<file path="config.mk">
export PLATFORM = sky130hd
export DESIGN_NAME = cp0_timer_unit
export DESIGN_NICKNAME = d
export VERILOG_FILES = /design/src/rtl/cp0_timer_unit_pkg.sv /design/src/rtl/cp0_timer.sv /design/src/rtl/cp0_timer_unit.sv
export SDC_FILE = /design/constraint.sdc
export NUM_CORES = 1
export LEC_CHECK = 0
export CORE_ASPECT_RATIO = 0.9
export CORE_MARGIN = 3
export CORE_UTILIZATION = 57
export CTS_CLUSTER_DIAMETER = 60
export DETAILED_ROUTE_END_ITERATION = 6
export HOLD_SLACK_MARGIN = 0.02
export PLACE_DENSITY = 0.83
export SYNTH_ARGS = -nofsm -noshare
export SYNTH_HDL_FRONTEND = slang
export SYNTH_SLANG_ARGS = --single-unit
export TNS_END_PERCENT = 5
</file>
<file path="constraint.sdc">
create_clock -name clk -period 21.7 [get_ports clk]
set_clock_uncertainty 0.2 [all_clocks]
set_input_delay 6.51 -clock clk [delete_from_list [all_inputs] [get_ports clk]]
set_output_delay 6.51 -clock clk [all_outputs]
set_load 0.05 [all_outputs]
</file>
<file path="src/rtl/cp0_timer_unit_pkg.sv">
// Shared CP0 definitions: register numbers, SR/Cause field positions, exception codes
// and the exception-return address helper.
package cp0_timer_unit_pkg;

  localparam logic [4:0] CP0_COUNT   = 5'd9;
  localparam logic [4:0] CP0_COMPARE = 5'd11;
  localparam logic [4:0] CP0_SR      = 5'd12;
  localparam logic [4:0] CP0_CAUSE   = 5'd13;
  localparam logic [4:0] CP0_EPC     = 5'd14;
  localparam logic [4:0] CP0_PRID    = 5'd15;

  localparam int SR_IE         = 0;
  localparam int SR_EXL        = 1;
  localparam int SR_IM_LSB     = 10;
  localparam int CAUSE_EXC_LSB = 2;
  localparam int CAUSE_EXC_W   = 5;
  localparam int CAUSE_IP_LSB  = 10;
  localparam int CAUSE_BD      = 31;

  typedef enum logic [4:0] {
    EXC_INT  = 5'd0,
    EXC_ADEL = 5'd4,
    EXC_ADES = 5'd5,
    EXC_RI   = 5'd10,
    EXC_OV   = 5'd12
  } exc_code_e;

  // A delay-slot instruction restarts at its branch, one word earlier.
  function automatic logic [31:0] calc_epc(input logic [31:0] pc, input logic bd);
    logic [31:0] addr;
    addr = bd ? (pc - 32'd4) : pc;
    return {addr[31:2], 2'b00};
  endfunction

endpackage

</file>
<file path="src/rtl/cp0_timer.sv">
// Free-running Count, Compare and the sticky timer-pending flag.
// Writes arriving here are already qualified by the caller.
module cp0_timer
  import cp0_timer_unit_pkg::*;
(
  input  logic        clk,
  input  logic        reset_i,
  input  logic        wr_en_i,
  input  logic [4:0]  wr_addr_i,
  input  logic [31:0] wr_data_i,
  output logic [31:0] count_o,
  output logic [31:0] compare_o,
  output logic        pend_o
);

  logic [31:0] count_q, count_d;
  logic [31:0] compare_q, compare_d;
  logic        pend_q, pend_d;
  logic        wr_count, wr_compare;

  assign wr_count   = wr_en_i && (wr_addr_i == CP0_COUNT);
  assign wr_compare = wr_en_i && (wr_addr_i == CP0_COMPARE);

  always_comb begin
    count_d   = wr_count ? wr_data_i : (count_q + 32'd1);
    compare_d = wr_compare ? wr_data_i : compare_q;
    pend_d    = pend_q;
    // Acknowledging via Compare beats a match seen in the same cycle.
    if (wr_compare) begin
      pend_d = 1'b0;
    end else if (count_q == compare_q) begin
      pend_d = 1'b1;
    end
  end

  always_ff @(posedge clk or posedge reset_i) begin
    if (reset_i) begin
      count_q   <= '0;
      compare_q <= '0;
      pend_q    <= 1'b0;
    end else begin
      count_q   <= count_d;
      compare_q <= compare_d;
      pend_q    <= pend_d;
    end
  end

  assign count_o   = count_q;
  assign compare_o = compare_q;
  assign pend_o    = pend_q;

endmodule

</file>
<file path="src/rtl/cp0_timer_unit.sv">
// CP0 subset: SR/Cause/EPC/PrID with interrupt and exception entry, eret, and an
// optional Count/Compare timer feeding the top interrupt line.
module cp0_timer_unit
  import cp0_timer_unit_pkg::*;
#(
  parameter int          NUM_HWINT = 5,
  parameter logic [31:0] PRID_VAL  = 32'h1937_3189,
  parameter bit          TIMER_EN  = 1'b1
) (
  input  logic                 clk,
  input  logic                 reset,
  input  logic [4:0]           rd_addr,
  input  logic [4:0]           wr_addr,
  input  logic                 wr_en,
  input  logic [31:0]          wr_data,
  input  logic [31:0]          pc,
  input  logic                 bd,
  input  logic [4:0]           exc_code,
  input  logic [NUM_HWINT-1:0] hwint,
  input  logic                 eret,
  output logic                 req,
  output logic [31:0]          epc,
  output logic [31:0]          rd_data,
  output logic                 timer_irq
);

  localparam int W = NUM_HWINT + 1;

  logic [31:0] sr_q, sr_d;
  logic [31:0] cause_q, cause_d;
  logic [31:0] epc_q, epc_d;
  logic        timer_irq_q;

  logic [31:0] count, compare;
  logic        timer_pend;
  logic [W-1:0] irq_vec;
  logic        int_req, exc_req, req_int, wr_ok;
  logic [31:0] epc_calc;

  assign irq_vec = {timer_pend, hwint};
  assign int_req = (|(irq_vec & sr_q[SR_IM_LSB +: W])) && sr_q[SR_IE] && !sr_q[SR_EXL];
  assign exc_req = (exc_code != 5'd0) && !sr_q[SR_EXL];
  // Gate with reset so a held reset never presents a request.
  assign req_int = !reset && (int_req || exc_req);
  assign wr_ok   = wr_en && !req_int;
  assign epc_calc = calc_epc(pc, bd);

  generate
    if (TIMER_EN) begin : g_timer
      cp0_timer u_timer (
        .clk       (clk),
        .reset_i   (reset),
        .wr_en_i   (wr_ok),
        .wr_addr_i (wr_addr),
        .wr_data_i (wr_data),
        .count_o   (count),
        .compare_o (compare),
        .pend_o    (timer_pend)
      );
    end else begin : g_no_timer
      assign count      = '0;
      assign compare    = '0;
      assign timer_pend = 1'b0;
    end
  endgenerate

  always_comb begin
    sr_d    = sr_q;
    cause_d = cause_q;
    epc_d   = epc_q;

    if (wr_ok && (wr_addr == CP0_SR)) sr_d = wr_data;
    if (wr_ok && (wr_addr == CP0_EPC)) epc_d = {wr_data[31:2], 2'b00};
    if (eret) sr_d[SR_EXL] = 1'b0;

    cause_d[CAUSE_IP_LSB +: W] = irq_vec;

    if (req_int) begin
      sr_d[SR_EXL]     = 1'b1;
      cause_d[CAUSE_BD] = bd;
      cause_d[CAUSE_EXC_LSB +: CAUSE_EXC_W] = int_req ? EXC_INT : exc_code;
      epc_d            = epc_calc;
    end
  end

  always_ff @(posedge clk or posedge reset) begin
    if (reset) begin
      sr_q        <= '0;
      cause_q     <= '0;
      epc_q       <= '0;
      timer_irq_q <= 1'b0;
    end else begin
      sr_q        <= sr_d;
      cause_q     <= cause_d;
      epc_q       <= epc_d;
      timer_irq_q <= timer_pend;
    end
  end

  always_comb begin
    rd_data = '0;
    case (rd_addr)
      CP0_COUNT:   rd_data = count;
      CP0_COMPARE: rd_data = compare;
      CP0_SR:      rd_data = sr_q;
      CP0_CAUSE:   rd_data = cause_q;
      CP0_EPC:     rd_data = epc_q;
      CP0_PRID:    rd_data = PRID_VAL;
      default:     rd_data = '0;
    endcase
  end

  assign req       = req_int;
  assign epc       = reset ? 32'd0 : (req_int ? epc_calc : epc_q);
  assign timer_irq = timer_irq_q;

endmodule

</file>
==> results of run 1 <==
==> worst reg2reg max path: stages (launching register included) <==
cell and delay, ns:
dfrtp_1 0.40, a22oi_1 0.27, a311o_1 0.43, a21o_1 0.20, clkinv_1 0.30, buf_4 0.41
nor2_2 0.17, buf_4 0.46, mux2_2 0.43
==> cells by family after synthesis <==
group / count (synthesis) / share of synthesized area
AO/OA/AOI/OAI: 117 / 0.109
XOR/XNOR: 78 / 0.0839
adder cells (fa/ha/maj): 2 / 0.00307
buffers and inverters: 75 / 0.0390
flip-flops: 139 / 0.427
multiplexers: 98 / 0.135
other: 1 / 0.000461
AND/OR/NAND/NOR: 328 / 0.202
==> cell type report <==
cell class / count / share of cell area
inverters: 10 / 0.00387
multi-input cells: 625 / 0.423
clock inverters: 13 / 0.0183
well taps: 189 / 0.0229
flip-flops and latches: 139 / 0.337
clock buffers: 19 / 0.0429
repair buffers: 160 / 0.153
==> worst min-delay path by stage <==
stage	to	slack, ns	cells after the start
final	cause_q[15]$_DFF_PP0_	0.24	0
after global routing	cause_q[15]$_DFF_PP0_	0.27	0
after CTS	cause_q[15]$_DFF_PP0_	0.25	0
after detailed placement	cause_q[15]$_DFF_PP0_	0.22	0
after global placement	cause_q[15]$_DFF_PP0_	0.21	0
after floorplan	cause_q[15]$_DFF_PP0_	0.18	0
==> state kept, by name, indices dropped and copies added, names as in the netlist <==
signal / flops
cause_q: 12
sr_q: 32
g_timer.u_timer.compare_o: 32
epc_q: 30
g_timer.u_timer.pend_o: 1
g_timer.u_timer.count_o: 32
==> metrics by stage <==
| step | worst slack, ns | hold slack [ns] | util | total power, mW | instance area [um2] |
|---|---|---|---|---|---|
| final | 4.96 | 0.245 | 0.757 | 0.987 | 10300 |
| after floorplan | 4.26 | 0.175 | - | 0.569 | 8140 |
| after detailed placement | 4.98 | 0.222 | 0.710 | 0.672 | 9700 |
| after global routing | 4.76 | 0.267 | 0.757 | 1.02 | 10300 |
| after global placement | 4.98 | 0.212 | 0.710 | 0.662 | 9700 |
| after CTS | 4.99 | 0.248 | 0.757 | 0.984 | 10300 |
==> power by group <==
part / internal, mW / switching, mW
Sequential: 0.321 / 0.0736
Combinational: 0.121 / 0.159
Clock: 0.196 / 0.115
Total: 0.639 / 0.348
==> metal layers <==
layer,GRT usage,vias to the layer above,share of wire
met5,0,-,0
met4,0.132,0,0.036
met3,0.0633,67,0.083
met2,0.521,414,0.49
met1,0.416,3634,0.40
li1,-,3284,-
==> Yosys cell counts, drive strengths merged, types with 11 or more instances <==
| library cell | n | share of area |
|---|---|---|
| a22oi | 35 | 0.032 |
| mux2 | 93 | 0.13 |
| clkbuf | 46 | 0.021 |
| xor2 | 46 | 0.049 |
| a31oi | 18 | 0.014 |
| and3 | 23 | 0.018 |
| nand2 | 119 | 0.055 |
| buf | 19 | 0.013 |
| xnor2 | 32 | 0.034 |
| or4 | 11 | 0.011 |
| nor3 | 36 | 0.023 |
| nand3 | 32 | 0.020 |
| nor4 | 20 | 0.018 |
| nor2 | 44 | 0.021 |
| a222oi | 20 | 0.025 |
| nand4 | 12 | 0.0092 |
| dfrtp | 139 | 0.43 |
==> placed cells by master (no fill, tap or decap), types with 6 or more instances in the layout <==
cell type        synthesis  routed
or2_2                    9       9
a222oi_1                20      20
o21ai_0                  6       6
mux2_2                  92      92
clkdlybuf4s50_1          0     150
dfrtp_1                139     139
a21oi_1                 10      10
and3_1                  23      23
buf_4                    2      10
xor2_1                  46      46
nor3_1                  35      35
a31oi_1                 18      18
a211oi_1                 9       9
nand4_1                 12      12
nor4_1                  17      16
xnor2_1                 32      32
and4_1                   6       6
nor2_1                  43      40
or4_1                    9       9
a22oi_1                 35      35
nand2_1                119     119
clkbuf_16                0      17
or3_1                    6       6
nand3_1                 32      32
inv_1                    9       8
==> impl_metrics.env, run 1 <==
export IMPL_viasPerCell=6.41
export IMPL_ys_warn_count=0
export IMPL_setup_viol=0
export IMPL_cts_tree="yes"
export IMPL_max_freq_ghz=0.0597
export IMPL_async_flop_share=1.00
export IMPL_cp_startpoint="reset"
export IMPL_antenna_found_initial=0
export IMPL_synth_ff_type="dfrtp_1"
export IMPL_path_common_cell="clkdlybuf4s50_1"
export IMPL_drive_above_1_share=0.164
export IMPL_grt_max_degree=80
export IMPL_critical_path_required_ns=14.99
export IMPL_timing_rr_end="sr_q[24]$_DFFE_PP0P_"
export IMPL_cts_max_path_buffers=2
export IMPL_syn_area_per_cell_um2=9.71
export IMPL_wire_per_inst_um=21.8
export IMPL_area_growth_pct=27.0
export IMPL_cts_clk_slew_worst_paths_ns=0.06
export IMPL_hp_start="g_timer.u_timer.pend_o$_DFFE_PP0P_"
export IMPL_postCtsResizedCells=0
export IMPL_ir_drop_v=0.0000691
export IMPL_reg2regPathDepth=8
export IMPL_tightest_slew_ns=1.15
export IMPL_die_area_um2=15800
export IMPL_postCtsSetupRepairBufs=0
export IMPL_initial_core_util=0.596
export IMPL_io_buffers=150
export IMPL_cp_buffers_inverters=4
export IMPL_ios=155
export IMPL_synth_area_um2=8140
export IMPL_vias=7399
export IMPL_r2r_slack_ns=18.33
export IMPL_postCtsHoldBufs=0
export IMPL_track_usage=0.318
export IMPL_fillCellCount=971
export IMPL_place_inst=1123
export IMPL_cts_buffers=17
export IMPL_crit_family="buffers and inverters"
export IMPL_rows=40
export IMPL_leakagePower_nw=4.48
export IMPL_cts_root_buffer="clkbuf_16"
export IMPL_finalCriticalPeriod_ns=16.74
export IMPL_h_tree_depth=4
export IMPL_ant_nets=0
export IMPL_grt_ovfl_total=0
export IMPL_worstSetupPathDepth=7
export IMPL_fin_crit_sh=0.772
export IMPL_slew_limit_headroom=0.232
export IMPL_regArea_um2=3480
export IMPL_firstDrtPassIters=7
export IMPL_die_y_um=119
export IMPL_cts_sinks=139
export IMPL_worstSetupPathType="in2out"
export IMPL_drt_wl_total_um=25200
export IMPL_critical_path_arrival_ns=10.03
export IMPL_crit_chain="clkdlybuf4s50_1, a21o_1, clkinv_1, buf_4, and3_1, nor3_1, clkdlybuf4s50_1"
export IMPL_drc=0
export IMPL_grt_pass1_vias=7188
export IMPL_rsz0062_at_grt="false"
export IMPL_ys_types=56
export IMPL_status="finished clean"
export IMPL_drv_cap=0
export IMPL_die_w_um=132
export IMPL_hold_viol=0
export IMPL_tns_ns=0
export IMPL_place_congestion=0.927
export IMPL_slew_violations=0
export IMPL_worstSetupEndpoint="epc[10]"
export IMPL_layout_cells_non_filler=1155
export IMPL_synth_cells=838
export IMPL_coreArea_um2=13700
export IMPL_final_nets=1044
export IMPL_ys_ff_latch=139
export IMPL_end_kind="primary output"
export IMPL_r2r_start="sr_q[11]$_DFFE_PP0P_"
export IMPL_hp_class="reg2reg"
export IMPL_drt_iter0_markers=934
export IMPL_power_density_nw_per_um2=95.5
export IMPL_slowest_stage="clkdlybuf4s50_1"
export IMPL_multi_input_area_um2=4370
export IMPL_dp_hpwl_um=17500
export IMPL_grt_pass1_wl_um=39300
export IMPL_antenna_cells=0
export IMPL_clk_latency_ns=0.42
export IMPL_cp_slowest_stage_delay_ns=1.23
export IMPL_worst_path_max_fanout=49
export IMPL_startpoint_type="input pin"
export IMPL_ys_seq_area_frac=0.427
export IMPL_synth_edf_count=0
Power figures use the tool's default switching activity.
==> inputs of run 2 (changes only) <==
- CORE_UTILIZATION: 57 -> 48
- PLACE_DENSITY: 0.83 -> 0.75
- clock period: 21.7 -> 14.5 ns (I/O delays scaled with it)
==> impl_metrics.env, run 2 (synthesized netlist as in run 1, its figures left out) <==
export IMPL_place_area_um2=9710
export IMPL_h_tree_depth=4
export IMPL_worst_path_max_fanout=14
export IMPL_drive_above_1_share=0.179
export IMPL_drt_iter0_markers=669
export IMPL_tightest_slew_ns=1.26
export IMPL_ios=155
export IMPL_die_y_um=130
export IMPL_dp_hpwl_um=18100
export IMPL_die_area_um2=18600
export IMPL_viasPerCell=6.18
export IMPL_area_growth_pct=26.1
export IMPL_grt_max_degree=83
export IMPL_coreArea_um2=16400
export IMPL_cts_buffers=17
export IMPL_startpoint_type="input pin"
export IMPL_layout_common_cells="dfrtp_1, clkdlybuf4s50_1, nand2_1, mux2_2, xor2_1"
export IMPL_drc=0
export IMPL_critical_path_arrival_ns=7.67
export IMPL_antenna_cells=0
export IMPL_grt_ovfl_total=0
export IMPL_track_usage=0.274
export IMPL_vias=7252
export IMPL_grt_pass1_vias=6967
export IMPL_ant_nets=0
export IMPL_rsz0062_at_grt="false"
export IMPL_worstSetupPathType="in2out"
export IMPL_end_kind="primary output"
export IMPL_mostFrequentLayoutCell="dfrtp_1"
export IMPL_leakagePower_nw=4.47
export IMPL_place_inst=1142
export IMPL_status="finished clean"
export IMPL_hp_class="reg2reg"
export IMPL_drv_cap=0
export IMPL_firstDrtPassIters=7
export IMPL_place_congestion=0.904
export IMPL_critical_path_required_ns=9.95
export IMPL_hold_viol=0
export IMPL_slew_limit_headroom=0.160
export IMPL_cts_max_path_buffers=2
export IMPL_cts_tree="yes"
export IMPL_postCtsHoldBufs=0
export IMPL_max_freq_ghz=0.0818
export IMPL_final_cell_area_um2=10300
export IMPL_power_density_nw_per_um2=138
export IMPL_cts_root_buffer="clkbuf_16"
export IMPL_setup_viol=0
export IMPL_die_w_um=143
export IMPL_antenna_found_initial=0
export IMPL_wire_per_inst_um=21.5
export IMPL_slew_violations=0
export IMPL_grt_pass1_wl_um=38800
export IMPL_drt_wl_total_um=25300
export IMPL_cts_clk_slew_worst_paths_ns=0.06
export IMPL_ir_drop_v=0.0000949
export IMPL_layout_cells_non_filler=1174
export IMPL_clk_latency_ns=0.43
export IMPL_initial_core_util=0.498
export IMPL_io_buffers=150
export IMPL_postCtsSetupRepairBufs=0
export IMPL_cts_sinks=139
export IMPL_finalCriticalPeriod_ns=12.22
export IMPL_final_nets=1045
export IMPL_rows=44
export IMPL_pre_cts_slack_ns=2.28
export IMPL_fin_crit_sh=0.843
export IMPL_tns_ns=0
export IMPL_postCtsResizedCells=0
export IMPL_setup_ws_ns=2.28
-- run 2: cell count changes in the layout (fill, tap and decap cells not counted), moves of 3 or more --
cell and change:
clkdlybuf4s50_1 -13, bufinv_16 -3, clkinv_2 +6, inv_6 -3, buf_4 +14
-- run 2: layer usage --
layer	up-vias	track usage	routed length [um]
li1	3283	-	-
met3	48	0.0494	1830
met1	3578	0.371	10600
met4	0	0.102	693
met2	343	0.442	12100
met5	-	0	0
-- run 2: critical path: stages --
cell and delay, ns:
clkdlybuf4s50_1 0.47, or4_4 0.57, or4_1 0.67, nor4_1 0.32
nor3_1 0.12, nor3_1 0.30, clkdlybuf4s50_1 0.87
-- run 2: through the flow --
stage | power, mW | utilization | hold slack, ns
6_report | 1.42 | 0.628 | 0.203
4_1_cts | 1.41 | 0.628 | 0.202
5_1_grt | 1.48 | 0.628 | 0.225
2_1_floorplan | 0.851 | - | 0.175
3_3_place_gp | 0.993 | 0.594 | 0.182
3_5_place_dp | 1.00 | 0.594 | 0.189
-- run 2: power breakdown --
part	switching, mW	internal [mW]	total [mW]
combinational	0.236	0.178	0.414
clock	0.168	0.242	0.410
sequential	0.109	0.481	0.591
-- run 2: final timing paths --
path / startpoint / endpoint / slack [ns] / cells after the start
max in group asynchronous: reset / g_timer.u_timer.compare_o[26]$_DFFE_PP0P_ / 8.03 / 5
hold reg to reg: g_timer.u_timer.pend_o$_DFFE_PP0P_ / cause_q[15]$_DFF_PP0_ / 0.20 / 0
min in group asynchronous: reset / cause_q[5]$_DFFE_PP0N_ / 4.52 / 4
setup / recovery: pc[18] / epc[22] / 2.28 / 7
setup reg to reg: sr_q[11]$_DFFE_PP0P_ / sr_q[28]$_DFFE_PP0P_ / 11.10 / 8
hold / removal: g_timer.u_timer.pend_o$_DFFE_PP0P_ / cause_q[15]$_DFF_PP0_ / 0.20 / 0
-- run 2: area by class of cell --
cell class,instances,area [um2]
clock inverters,13,101
fillers,1379,6090
clock buffers,19,453
flip-flops and latches,139,3480
repair buffers,161,1550
well taps,207,259
multi-input cells,625,4380
inverters,10,40.0
==> RTL change 1: new RTL, flow settings as in run 2 <==
`NUM_HWINT`: 5 -> 10.
--- a/src/rtl/cp0_timer_unit.sv
+++ b/src/rtl/cp0_timer_unit.sv
@@ -3,7 +3,7 @@
 module cp0_timer_unit
   import cp0_timer_unit_pkg::*;
 #(
-  parameter int          NUM_HWINT = 5,
+  parameter int          NUM_HWINT = 10,
   parameter logic [31:0] PRID_VAL  = 32'h1937_3189,
   parameter bit          TIMER_EN  = 1'b1
 ) (
Ports: changed (resized hwint); port bits go from 155 to 160. No check against the original RTL was run, so the function may have changed too.
==> RTL change 1 against run 2 <==
The run now ends with DRC left; setup slack lost 190 ps; design area grew 7.1%; register-to-register slack lost 30 ps; sequential cell count grew 5; clock power grew 5.4%; wire length grew 3.4%; critical path depth grew 1; hold slack gained 25 ps; synthesized area grew 7.7%; total power grew 14%; sequential share of layout area shrank 1.1 points; global-route usage shrank 0.82 points; largest power group unchanged.
==> RTL change 1: results <==
export IMPL_cts_clk_slew_worst_paths_ps=60
export IMPL_status="finished with violations"
export IMPL_peakVddDrop_uv=93.7
export IMPL_port_buffers=155
export IMPL_cellLeakagePower_nw=4.75
export IMPL_p_sw_share_pct=37.1
export IMPL_synth_warnings=0
export IMPL_viasPerCell=6.01
export IMPL_synth_compound_area_share_pct=8.97
export IMPL_worst_slew_margin_rel_pct=27.3
export IMPL_synthXorXnorAreaFrac_pct=7.89
export IMPL_synth_mux_area_share_pct=20.7
export IMPL_drive_gt1_share_pct=15.5
export IMPL_grt_pass1_vias=7163
export IMPL_synth_cell_types=64
export IMPL_h_tree_depth=4
export IMPL_grt_total_usage_pct=26.5
export IMPL_dpl_cell_count=1197
export IMPL_cts_buffer_depth=2
export IMPL_critPathTopFamily="buffers and inverters"
export IMPL_place_hpwl_mm=19.4
export IMPL_place_ws_ps=2180
export IMPL_post_drt_wl_per_cell_um=21.2
export IMPL_comb_cell_power_mw=0.553
export IMPL_syn_inst=850
export IMPL_seq_power_mw=0.631
export IMPL_finalPower_mw=1.62
export IMPL_violations="DRC"
export IMPL_worst_skew_pair_late_latency_ps=420
export IMPL_place_area_um2=10400
export IMPL_ys_top_cells_by_count="dfrtp_1 (144), nand2_1 (72), mux2_2 (65), mux2i_1 (65), nor2_1 (62)"
export IMPL_post_cts_buffers=0
export IMPL_drc_errors=6
export IMPL_drt_iter0_drc=723
export IMPL_nets=1072
export IMPL_ys_top_cells_by_area="dfrtp_1 (41%), mux2_2 (8.4%), mux2i_1 (7.4%)"
export IMPL_ys_seq_area_share_pct=41.1
export IMPL_grt_pass1_wl_mm=41.0
export IMPL_post_cts_resized=0
export IMPL_via_count=7383
export IMPL_grt_max_degree=78
export IMPL_synth_adder_area_share_pct=0.286
export IMPL_cp_arrival_ps=7860
export IMPL_routabilityCongestion=0.906
RTL change 1: metal layers:
layer	global-route usage, %	vias up	part of all wire [%]
met4	9.90	0	3.0
met2	36.8	329	42
met5	0	-	0
li1	-	3355	-
met3	4.36	42	7.6
met1	41.5	3657	47
RTL change 1: area by class of cell:
class / instances / area (um^2)
clock buffer: 23 / 478
clock inverter: 9 / 108
fill: 1416 / 6790
tap: 240 / 300
inverter: 11 / 46.3
sequential: 144 / 3600
timing repair buffer: 166 / 1630
multi-input combinational: 636 / 4830
RTL change 1: final timing paths:
path,endpoint,slack [ps],startpoint,cells past startpoint
hold reg to reg,cause_q[20],230,g_timer.u_timer.pend_o,0
setup reg to reg,g_timer.u_timer.count_o[31],11070,sr_q[17],7
max in group asynchronous,g_timer.u_timer.count_o[7],8270,reset,4
min in group asynchronous,sr_q[16],4430,reset,3
setup / recovery,rd_data[9],2090,rd_addr[3],8
hold / removal,cause_q[20],230,g_timer.u_timer.pend_o,0
==> RTL change 2: new RTL, config.mk and constraints of run 2 <==
Made on the original files. `sr_q` no longer has a reset.
--- a/src/rtl/cp0_timer_unit.sv
+++ b/src/rtl/cp0_timer_unit.sv
@@ -85,16 +85,18 @@
 
   always_ff @(posedge clk or posedge reset) begin
     if (reset) begin
-      sr_q        <= '0;
       cause_q     <= '0;
       epc_q       <= '0;
       timer_irq_q <= 1'b0;
     end else begin
-      sr_q        <= sr_d;
       cause_q     <= cause_d;
       epc_q       <= epc_d;
       timer_irq_q <= timer_pend;
     end
+  end
+
+  always_ff @(posedge clk) begin
+    sr_q <= sr_d;
   end
 
   always_comb begin
Formal check against the unedited RTL: not equivalent (Yosys sat finds a counterexample within 4 cycles, from zero or initial values and one cycle with reset high).
==> RTL change 2 against run 2 <==
Sequential cell count is the same; design area increased by 1.3%; critical path depth stayed put; synthesized area barely moved; wire length fell by 2.4%; clock power increased by 14%; total power down 3.4%; non-clock buffer count rose by 3; setup slack worse by 590 ps; global-route usage decreased by 0.87 points; largest cell class unchanged; via count down 2.0%.
==> RTL change 2: results <==
export IMPL_status="complete, no violations"
export IMPL_cp_arrival_ps=8260
export IMPL_grt_pass1_wl_mm=37.7
export IMPL_crit_start="pc[11]"
export IMPL_via_count=7107
export IMPL_cellLeakagePower_nw=4.33
export IMPL_r2r_end="g_timer.u_timer.compare_o[19]"
export IMPL_synth_adder_area_share_pct=0.308
export IMPL_cts_buffers=17
export IMPL_hold_ws_ps=271
export IMPL_routabilityCongestion=0.923
export IMPL_ys_top_cells_by_count="dfrtp_1 (107), nand2_1 (101), mux2_2 (63), nor2_1 (50), xor2_1 (47)"
export IMPL_grt_pass1_vias=6669
export IMPL_synthXorXnorAreaFrac_pct=8.29
export IMPL_drt_pass1_iterations=5
export IMPL_nets=1037
export IMPL_cp_max_fo=20
export IMPL_ys_top_cells_by_area="dfrtp_1 (33%), edfxtp_1 (11%), mux2_2 (8.7%)"
export IMPL_grt_total_usage_pct=26.5
export IMPL_tightest_slew_ps=1120
export IMPL_drt_iter0_drc=775
export IMPL_synth_mux_area_share_pct=14.3
export IMPL_grt_max_degree=85
export IMPL_hp_class="reg -> reg"
export IMPL_viasPerCell=6.10
export IMPL_worst_skew_pair_late_latency_ps=420
export IMPL_peakVddDrop_uv=93.4
export IMPL_post_drt_wl_per_cell_um=21.1
export IMPL_syn_inst=823
export IMPL_drive_gt1_share_pct=12.4
export IMPL_synth_edf_count=31
export IMPL_cp_endpoint="epc[20]"
export IMPL_nFillCells=1311
export IMPL_synth_compound_area_share_pct=10.2
export IMPL_place_hpwl_mm=18.1
export IMPL_dpl_cell_count=1134
export IMPL_r2r_start="g_timer.u_timer.pend_o"
export IMPL_ys_seq_area_share_pct=44.6
export IMPL_r2r_cells=7
export IMPL_rrSetupSlack_ps=10770
RTL change 2: critical path, stage by stage:
cell and delay [ps]:
clkdlybuf4s50_1 460, or4_1 660, nand4bb_1 750, or4_1 670
xor2_1 180, a211oi_1 320, clkdlybuf4s50_1 870
RTL change 2: metal layers:
layer / vias to the layer above / wire length [um] / global-route usage (%)
li1: 3253 / - / -
met1: 3473 / 11200 / 40.7
met2: 347 / 10600 / 38.0
met3: 34 / 2400 / 5.57
met4: 0 / 467 / 7.42
met5: - / 0 / 0
RTL change 2: kinds of logic after synthesis:
kind of cell	Yosys count
adders and majority gates	2
other	1
AOI/OAI and AO/OA	118
and+or+nand+nor	308
buffers and inverters	70
DFF	139
xor gates and xnor gates	77
muxes	108
RTL change 2: final cells by class:
class                      instances  area share, %
timing repair buffer             164           15.4
sequential                       139           34.9
tap                              207           2.49
inverter                           9          0.349
multi-input combinational        615           40.8
clock inverter                    14           1.94
clock buffer                      18           4.13
RTL change 2: worst min-delay path by stage:
stage                                      start           to
after global routing      g_timer.u_timer.pend_o  cause_q[15]
final                     g_timer.u_timer.pend_o  cause_q[15]
after global placement    g_timer.u_timer.pend_o  cause_q[15]
after detailed placement  g_timer.u_timer.pend_o  cause_q[15]
after CTS                 g_timer.u_timer.pend_o  cause_q[15]
after floorplan           g_timer.u_timer.pend_o  cause_q[15]
RTL change 2: metrics by stage:
| stage | worst slack, ps | power (mW) | instance area, um^2 | utilization [%] |
|---|---|---|---|---|
| floorplan | 2100 | 0.770 | 8140 | - |
| global placement | 1790 | 0.889 | 9770 | 59.7 |
| detailed placement | 1760 | 0.899 | 9770 | 59.7 |
| CTS | 1750 | 1.37 | 10400 | 63.6 |
| global route | 1540 | 1.42 | 10400 | 63.6 |
| finish | 1690 | 1.37 | 10400 | 63.6 |
RTL change 2: where the power goes:
group	leakage [nW]	switching (mW)	total [mW]	internal, mW
logic	2.42	0.195	0.351	0.155
clock network	0.305	0.164	0.466	0.303
registers	1.61	0.0848	0.550	0.465
total	4.33	0.444	1.37	0.923
